File: src/rtl/layer_arb_pkg.sv
// Shared types and constants for the pixel layer arbiter.
//   IDX_W           width of a palette colour index
//   TRANSPARENT_IDX index meaning "no pixel" (also the background gradient)
//   FLASH_IDX       palette entry shown while a layer is flashing (white)
//   flash_state_t   per-layer hit-flash state
//   frame_cnt_t     8-bit frame/phase counter type
package layer_arb_pkg;

    localparam int IDX_W = 5;
    localparam logic [IDX_W-1:0] TRANSPARENT_IDX = 5'd0;
    localparam logic [IDX_W-1:0] FLASH_IDX       = 5'd1;

    typedef enum logic [1:0] {
        IDLE    = 2'd0,
        PENDING = 2'd1,
        ON      = 2'd2,
        OFF     = 2'd3
    } flash_state_t;

    typedef logic [7:0] frame_cnt_t;

    function automatic logic is_opaque(input logic [IDX_W-1:0] idx);
        return idx != TRANSPARENT_IDX;
    endfunction

endpackage

File: src/rtl/layer_flash_fsm.sv
// Hit-flash scheduler for one layer. A hit request arms the flash, which
// starts at the next frame boundary and blinks ON/OFF every FLASH_PERIOD
// frames for FLASH_FRAMES frames in total.
// Ports:
//   Clk, Reset   pixel clock, asynchronous active-high reset
//   frame_start  one-cycle pulse at the start of each frame
//   hit_req      one-cycle pulse requesting a flash
//   flash_on     layer's opaque pixels must be replaced by the flash colour
//   busy         flash pending or active
module layer_flash_fsm
    import layer_arb_pkg::*;
#(
    parameter int FLASH_FRAMES = 32,
    parameter int FLASH_PERIOD = 4
) (
    input  logic Clk,
    input  logic Reset,
    input  logic frame_start,
    input  logic hit_req,
    output logic flash_on,
    output logic busy
);

    localparam frame_cnt_t LAST_FRAME = frame_cnt_t'(FLASH_FRAMES - 1);
    localparam frame_cnt_t LAST_PHASE = frame_cnt_t'(FLASH_PERIOD - 1);

    flash_state_t state_r;
    flash_state_t state_nxt_s;
    frame_cnt_t   frm_cnt_r;
    frame_cnt_t   frm_cnt_nxt_s;
    frame_cnt_t   ph_cnt_r;
    frame_cnt_t   ph_cnt_nxt_s;
    logic         flash_on_r;
    logic         busy_r;

    // Next-state and counter logic; a hit during ON/OFF restarts the flash
    // and takes precedence over a coincident frame boundary.
    always_comb begin
        state_nxt_s   = state_r;
        frm_cnt_nxt_s = frm_cnt_r;
        ph_cnt_nxt_s  = ph_cnt_r;
        case (state_r)
            IDLE: begin
                if (hit_req && frame_start) begin
                    state_nxt_s   = ON;
                    frm_cnt_nxt_s = 8'd0;
                    ph_cnt_nxt_s  = 8'd0;
                end else if (hit_req) begin
                    state_nxt_s = PENDING;
                end else begin
                    state_nxt_s = IDLE;
                end
            end
            PENDING: begin
                if (frame_start) begin
                    state_nxt_s   = ON;
                    frm_cnt_nxt_s = 8'd0;
                    ph_cnt_nxt_s  = 8'd0;
                end else begin
                    state_nxt_s = PENDING;
                end
            end
            ON, OFF: begin
                if (hit_req) begin
                    state_nxt_s   = ON;
                    frm_cnt_nxt_s = 8'd0;
                    ph_cnt_nxt_s  = 8'd0;
                end else if (frame_start) begin
                    if (frm_cnt_r == LAST_FRAME) begin
                        state_nxt_s   = IDLE;
                        frm_cnt_nxt_s = 8'd0;
                        ph_cnt_nxt_s  = 8'd0;
                    end else begin
                        frm_cnt_nxt_s = frm_cnt_r + 8'd1;
                        if (ph_cnt_r == LAST_PHASE) begin
                            ph_cnt_nxt_s = 8'd0;
                            state_nxt_s  = (state_r == ON) ? OFF : ON;
                        end else begin
                            ph_cnt_nxt_s = ph_cnt_r + 8'd1;
                        end
                    end
                end else begin
                    state_nxt_s = state_r;
                end
            end
            default: begin
                state_nxt_s   = IDLE;
                frm_cnt_nxt_s = 8'd0;
                ph_cnt_nxt_s  = 8'd0;
            end
        endcase
    end

    // State, counters and decoded outputs registered together so the
    // outputs change on the same edge as the state.
    always_ff @(posedge Clk or posedge Reset) begin
        if (Reset) begin
            state_r    <= IDLE;
            frm_cnt_r  <= 8'd0;
            ph_cnt_r   <= 8'd0;
            flash_on_r <= 1'b0;
            busy_r     <= 1'b0;
        end else begin
            state_r    <= state_nxt_s;
            frm_cnt_r  <= frm_cnt_nxt_s;
            ph_cnt_r   <= ph_cnt_nxt_s;
            flash_on_r <= (state_nxt_s == ON);
            busy_r     <= (state_nxt_s != IDLE);
        end
    end

    assign flash_on = flash_on_r;
    assign busy     = busy_r;

endmodule

File: src/rtl/pixel_layer_arbiter.sv
// Per-pixel priority arbiter between NUM_LAYERS colour layers sharing one
// palette lookup, with per-layer hit-flash blinking. Latency is 2 cycles.
// Optional build macro LAYER_ARB_COLLIDE_EN adds the per-frame collide
// report (layer 0 overlapping layer j).
// Ports:
//   Clk, Reset   pixel clock, asynchronous active-high reset
//   frame_start  frame boundary pulse (occurs in blanking)
//   pixel_valid  active-video strobe for DrawX/layer_idx
//   DrawX        current column
//   layer_idx    packed indices, layer i at [5i+4:5i], 0 = transparent
//   hit_req      per-layer flash request pulses
//   out_idx      selected palette index
//   out_DrawX    DrawX aligned with out_idx
//   out_valid    pixel_valid aligned with out_idx
//   flash_busy   per-layer flash pending/active
//   collide      (LAYER_ARB_COLLIDE_EN only) previous frame's overlaps
module pixel_layer_arbiter
    import layer_arb_pkg::*;
#(
    parameter int NUM_LAYERS   = 4,
    parameter int FLASH_FRAMES = 32,
    parameter int FLASH_PERIOD = 4
) (
    input  logic                        Clk,
    input  logic                        Reset,
    input  logic                        frame_start,
    input  logic                        pixel_valid,
    input  logic [9:0]                  DrawX,
    input  logic [NUM_LAYERS*IDX_W-1:0] layer_idx,
    input  logic [NUM_LAYERS-1:0]       hit_req,
    output logic [IDX_W-1:0]            out_idx,
    output logic [9:0]                  out_DrawX,
    output logic                        out_valid,
    output logic [NUM_LAYERS-1:0]       flash_busy
`ifdef LAYER_ARB_COLLIDE_EN
    ,
    output logic [NUM_LAYERS-2:0]       collide
`endif
);

    logic [9:0]                  s1_drawx_r;
    logic                        s1_valid_r;
    logic [NUM_LAYERS*IDX_W-1:0] s1_idx_r;
    logic [NUM_LAYERS-1:0]       flash_on_s;
    logic [IDX_W-1:0]            lay_s;
    logic [IDX_W-1:0]            pick_s;
    logic                        found_s;
    logic [IDX_W-1:0]            sel_idx_s;

    for (genvar g = 0; g < NUM_LAYERS; g++) begin : g_flash
        layer_flash_fsm #(
            .FLASH_FRAMES(FLASH_FRAMES),
            .FLASH_PERIOD(FLASH_PERIOD)
        ) u_flash (
            .Clk        (Clk),
            .Reset      (Reset),
            .frame_start(frame_start),
            .hit_req    (hit_req[g]),
            .flash_on   (flash_on_s[g]),
            .busy       (flash_busy[g])
        );
    end

    // Stage 1: capture the incoming pixel.
    always_ff @(posedge Clk or posedge Reset) begin
        if (Reset) begin
            s1_drawx_r <= 10'd0;
            s1_valid_r <= 1'b0;
            s1_idx_r   <= '0;
        end else begin
            s1_drawx_r <= DrawX;
            s1_valid_r <= pixel_valid;
            s1_idx_r   <= layer_idx;
        end
    end

    // Priority select: lowest-numbered opaque layer wins, flashing layers
    // show the flash colour; blanking forces the background index.
    always_comb begin
        lay_s   = TRANSPARENT_IDX;
        pick_s  = TRANSPARENT_IDX;
        found_s = 1'b0;
        for (int i = 0; i < NUM_LAYERS; i++) begin
            lay_s = s1_idx_r[i*IDX_W +: IDX_W];
            if (!found_s && is_opaque(lay_s)) begin
                found_s = 1'b1;
                pick_s  = flash_on_s[i] ? FLASH_IDX : lay_s;
            end else begin
                found_s = found_s;
            end
        end
        sel_idx_s = s1_valid_r ? pick_s : TRANSPARENT_IDX;
    end

    // Stage 2: registered outputs.
    always_ff @(posedge Clk or posedge Reset) begin
        if (Reset) begin
            out_idx   <= TRANSPARENT_IDX;
            out_DrawX <= 10'd0;
            out_valid <= 1'b0;
        end else begin
            out_idx   <= sel_idx_s;
            out_DrawX <= s1_drawx_r;
            out_valid <= s1_valid_r;
        end
    end

`ifdef LAYER_ARB_COLLIDE_EN
    logic [NUM_LAYERS-2:0] sticky_r;
    logic [NUM_LAYERS-2:0] overlap_s;

    // Overlap of layer 0 with each other layer on the current valid pixel.
    always_comb begin
        overlap_s = '0;
        for (int j = 1; j < NUM_LAYERS; j++) begin
            overlap_s[j-1] = s1_valid_r && is_opaque(s1_idx_r[IDX_W-1:0])
                             && is_opaque(s1_idx_r[j*IDX_W +: IDX_W]);
        end
    end

    // Accumulate overlaps over a frame; publish and clear at frame start.
    always_ff @(posedge Clk or posedge Reset) begin
        if (Reset) begin
            sticky_r <= '0;
            collide  <= '0;
        end else if (frame_start) begin
            collide  <= sticky_r | overlap_s;
            sticky_r <= '0;
        end else begin
            sticky_r <= sticky_r | overlap_s;
        end
    end
`endif

endmodule
File: config.mk
export PLATFORM = sky130hd
export DESIGN_NAME = pixel_layer_arbiter
export DESIGN_NICKNAME = d
export VERILOG_FILES = /design/src/rtl/layer_arb_pkg.sv /design/src/rtl/layer_flash_fsm.sv /design/src/rtl/pixel_layer_arbiter.sv
export SDC_FILE = /design/constraint.sdc
export NUM_CORES = 1
export LEC_CHECK = 0
export CORE_MARGIN = 10
export CORE_UTILIZATION = 52
export CTS_BUF_LIST = sky130_fd_sc_hd__clkbuf_4 sky130_fd_sc_hd__clkbuf_8 sky130_fd_sc_hd__clkbuf_16
export DETAILED_ROUTE_END_ITERATION = 12
export HOLD_SLACK_MARGIN = 0.08
export PLACE_DENSITY = 0.86
export SYNTH_ARGS = -nofsm -noshare
export SYNTH_HDL_FRONTEND = slang
export SYNTH_HIERARCHICAL = 1
export SYNTH_SLANG_ARGS = --single-unit
File: constraint.sdc
create_clock -name Clk -period 1.7 [get_ports Clk]
set_input_delay 0.34 -clock Clk [delete_from_list [all_inputs] [get_ports Clk]]
set_output_delay 0.34 -clock Clk [all_outputs]
set_load 0.02 [all_outputs]
==> results.yml <==
grt:
  grt_first_pass_wirelength_um: 26000
  grt_max_degree: 37
  grt_pass1_vias: 5335
  grt_overflow: 0
  track_usage: 0.196
  antenna_found_initial: 0
timing:
  worstMarginPinSlew_ps: 584
  relSlewSlack: 0.611
  min_period_ps: 1800
  hold_viol: 0
  worst_slack_ps: -102
  fin_crit_sh: 1.06
  setup_viol: 35
  clock_skew_ps: 9.53
  slew_viol_final: 0
  whs_ps: 262
  rsz0062_at_grt: "true"
  finalSetupTns_ps: -1650
  max_freq_mhz: 555
route:
  post_drt_wl_per_cell_um: 18.5
  via_per_inst: 5.96
  ant_nets: 0
  dr.pass1.iters: 5
  drt_iter0_drc: 577
  vias: 5292
  routed_wl_um: 16400
  drc_errors: 0
worst_setup_path:
  cp_max_fo: 7
  path_cells: "ha_4 > or4b_4 > or2_4 > a21oi_4 > nor2_1"
  path_buf_inv: 0
  endpoint_kind: "flop"
  critPathTopFamily: "simple AND/OR/NAND/NOR gates"
  crit_required_ps: 2000
  slowest_delay_ps: 490
  cp-start-kind: "flop"
  arrival_ps: 2100
  cpMaxStageDelayCell: "or4b_4"
  critPathKind: "reg -> reg"
floorplan:
  die_y_um: 127
  fp-row-count: 39
  fp.dieW_um: 127
  start_util: 0.528
  ios: 58
  dieArea_um2: 16200
  core_area_um2: 11300
yosys:
  syn_area_per_cell_um2: 10.4
  async_flop_share: 1.00
  yosys_warnings: 6
  yosysUniqueCellTypes: 50
  synthesis.nets: 618
  synth_edf_count: 0
  synthCells: 572
  seq_area_frac_synth: 0.532
  synth_area_um2: 5980
  synthFlopType: "dfrtp_1"
  ys_ff_latch: 127
clock_tree:
  cts_tree: "yes"
  clkTransAtPathRegs_ps: 60
  cts_max_level: 4
  cts.sinks: 127
  numCtsBuffers: 17
  clock_path_buffers: 2
  clock_latency_ps: 420
  root_buffer: "clkbuf_16"
  hold_buffers: 0
cells_and_area:
  nFillCells: 726
  layout.cells.most_common: "dfrtp_1"
  syn2layout_area_growth_pct: 38.0
  layout_common_cells: "dfrtp_1 (127), buf_4 (99), nor2_1 (46)"
  regArea_um2: 3180
  instances_no_fill: 888
  antenna_cells: 0
  fin_area_um2: 8250
  drive_gt1_frac: 0.281
  final_nets: 778
  multi_input_comb_area_um2: 2870
power_and_ir_drop:
  total_leakage_power_nw: 3.62
  internal_power_mw: 6.45
  p_sw_mw: 2.54
  p_seq_frac: 0.391
  netSwitchingFraction: 0.282
  clock_power_share: 0.393
  p_total_mw: 8.99
  peakVddDrop_mv: 0.910
  pwr-share-comb: 0.216
  power.density_nw_per_um2: 1090
status:
  status: "finished with violations"
  violations: "negative setup slack"
flow_run:
  max-cap-violations: 0
place:
  io_buffers: 57
  dp.cells: 842
  gp_congestion: 0.909
  dpl_cell_area_um2: 7300
  dp_hpwl_um: 11000
hold_path:
  min-delay-path-class: "in -> async"
[worst reg2reg max path: stages (launching register included)]
cell and delay [ps]:
dfrtp_1 390, ha_4 160, or4b_4 490, or2_4 300
a21oi_4 270, nor2_1 80
[kinds of logic (layout without fill, tap and decap cells)]
logic type,after synthesis,in the layout,share of synthesized area
AO/OA/AOI/OAI,128,128,0.145
XOR/XNOR,23,23,0.0337
adder cells (fa/ha/maj),8,8,0.0168
buffers and inverters,33,206,0.0348
flip-flops,127,127,0.532
multiplexers,3,3,0.00565
AND/OR/NAND/NOR,250,250,0.232
[per-stage QoR]
| step | setup WS [ps] | util |
|---|---|---|
| floorplan | -29.4 | - |
| global placement | -535 | 0.645 |
| detailed placement | -612 | 0.645 |
| CTS | -79.6 | 0.713 |
| global route | -130 | 0.729 |
| finish | -102 | 0.729 |
[metal layers]
layer / global-route usage / wire length (um) / vias up
met1: 0.224 / 6600 / 2598
met5: 0 / 0 / -
met2: 0.339 / 8290 / 226
met3: 0.0405 / 848 / 62
met4: 0.102 / 658 / 0
li1: - / - / 2406
[flip-flops by register name, summed over array words and instances, names as in the netlist]
signal / flops
g_flash.u_flash/frm_cnt_r: 32
g_flash.u_flash/ph_cnt_r: 32
s1_idx_r: 20
out_DrawX: 10
s1_drawx_r: 10
g_flash.u_flash/state_r: 8
out_idx: 5
g_flash.u_flash/busy: 4
g_flash.u_flash/flash_on: 4
out_valid: 1
s1_valid_r: 1
[power by group through the flow]
stage	clock network [mW]	logic (mW)	registers, mW
floorplan	0	0.861	3.58
global placement	0	1.58	3.52
detailed placement	0	1.66	3.54
CTS	3.57	1.81	3.49
global route	3.72	2.10	3.55
finish	3.53	1.94	3.52
[path summary, 6_finish.rpt]
kind / slack [ps] / startpoint / cells past startpoint / to
worst max-delay path: -100 / g_flash[0].u_flash/ph_cnt_r[0] / 5 / g_flash[0].u_flash/ph_cnt_r[2]
worst min-delay path: 260 / Reset / 2 / g_flash[1].u_flash/flash_on
worst max register to register: -100 / g_flash[0].u_flash/ph_cnt_r[0] / 5 / g_flash[0].u_flash/ph_cnt_r[2]
worst min register to register: 350 / s1_drawx_r[5] / 0 / out_DrawX[5]
max in group asynchronous: 890 / Reset / 3 / out_DrawX[6]
min in group Clk: 350 / s1_drawx_r[5] / 0 / out_DrawX[5]
[area by class of cell]
cell class,instances,share of cell area
flip-flops and latches,127,0.385
well taps,143,0.0217
clock inverters,14,0.0173
inverters,13,0.00592
multi-input cells,412,0.348
clock buffers,18,0.0532
repair buffers,161,0.169
[cell usage after synthesis (5+ instances only)]
library cell / number / area share
o31ai_1: 5 / 0.0063
o21a_1: 7 / 0.0088
dfrtp_1: 127 / 0.53
o21ai_0: 47 / 0.039
nor3_1: 19 / 0.016
or4_4: 5 / 0.0094
nor2b_1: 13 / 0.014
a31oi_1: 7 / 0.0073
nor4b_1: 14 / 0.021
ha_1: 8 / 0.017
buf_6: 9 / 0.017
a22o_1: 5 / 0.0073
a21oi_2: 10 / 0.015
or4_1: 5 / 0.0063
nand4_1: 10 / 0.010
nand3_1: 34 / 0.028
nor4_1: 8 / 0.0084
nand2b_1: 13 / 0.014
a21oi_1: 17 / 0.014
nand2_1: 43 / 0.027
or2_1: 6 / 0.0063
or3_1: 8 / 0.0084
nor2_1: 48 / 0.030
xnor2_1: 22 / 0.032
inv_1: 13 / 0.0082
nor3b_1: 7 / 0.0088
[what timing repair did]
action / 4_1_cts / 5_1_grt
setup buffers: 9 / 5
pin swaps: 40 / 11
setup endpoints to repair: 62 / 66
resized for setup: 47 / 34
Note: power is estimated with default switching activity, not from simulation.
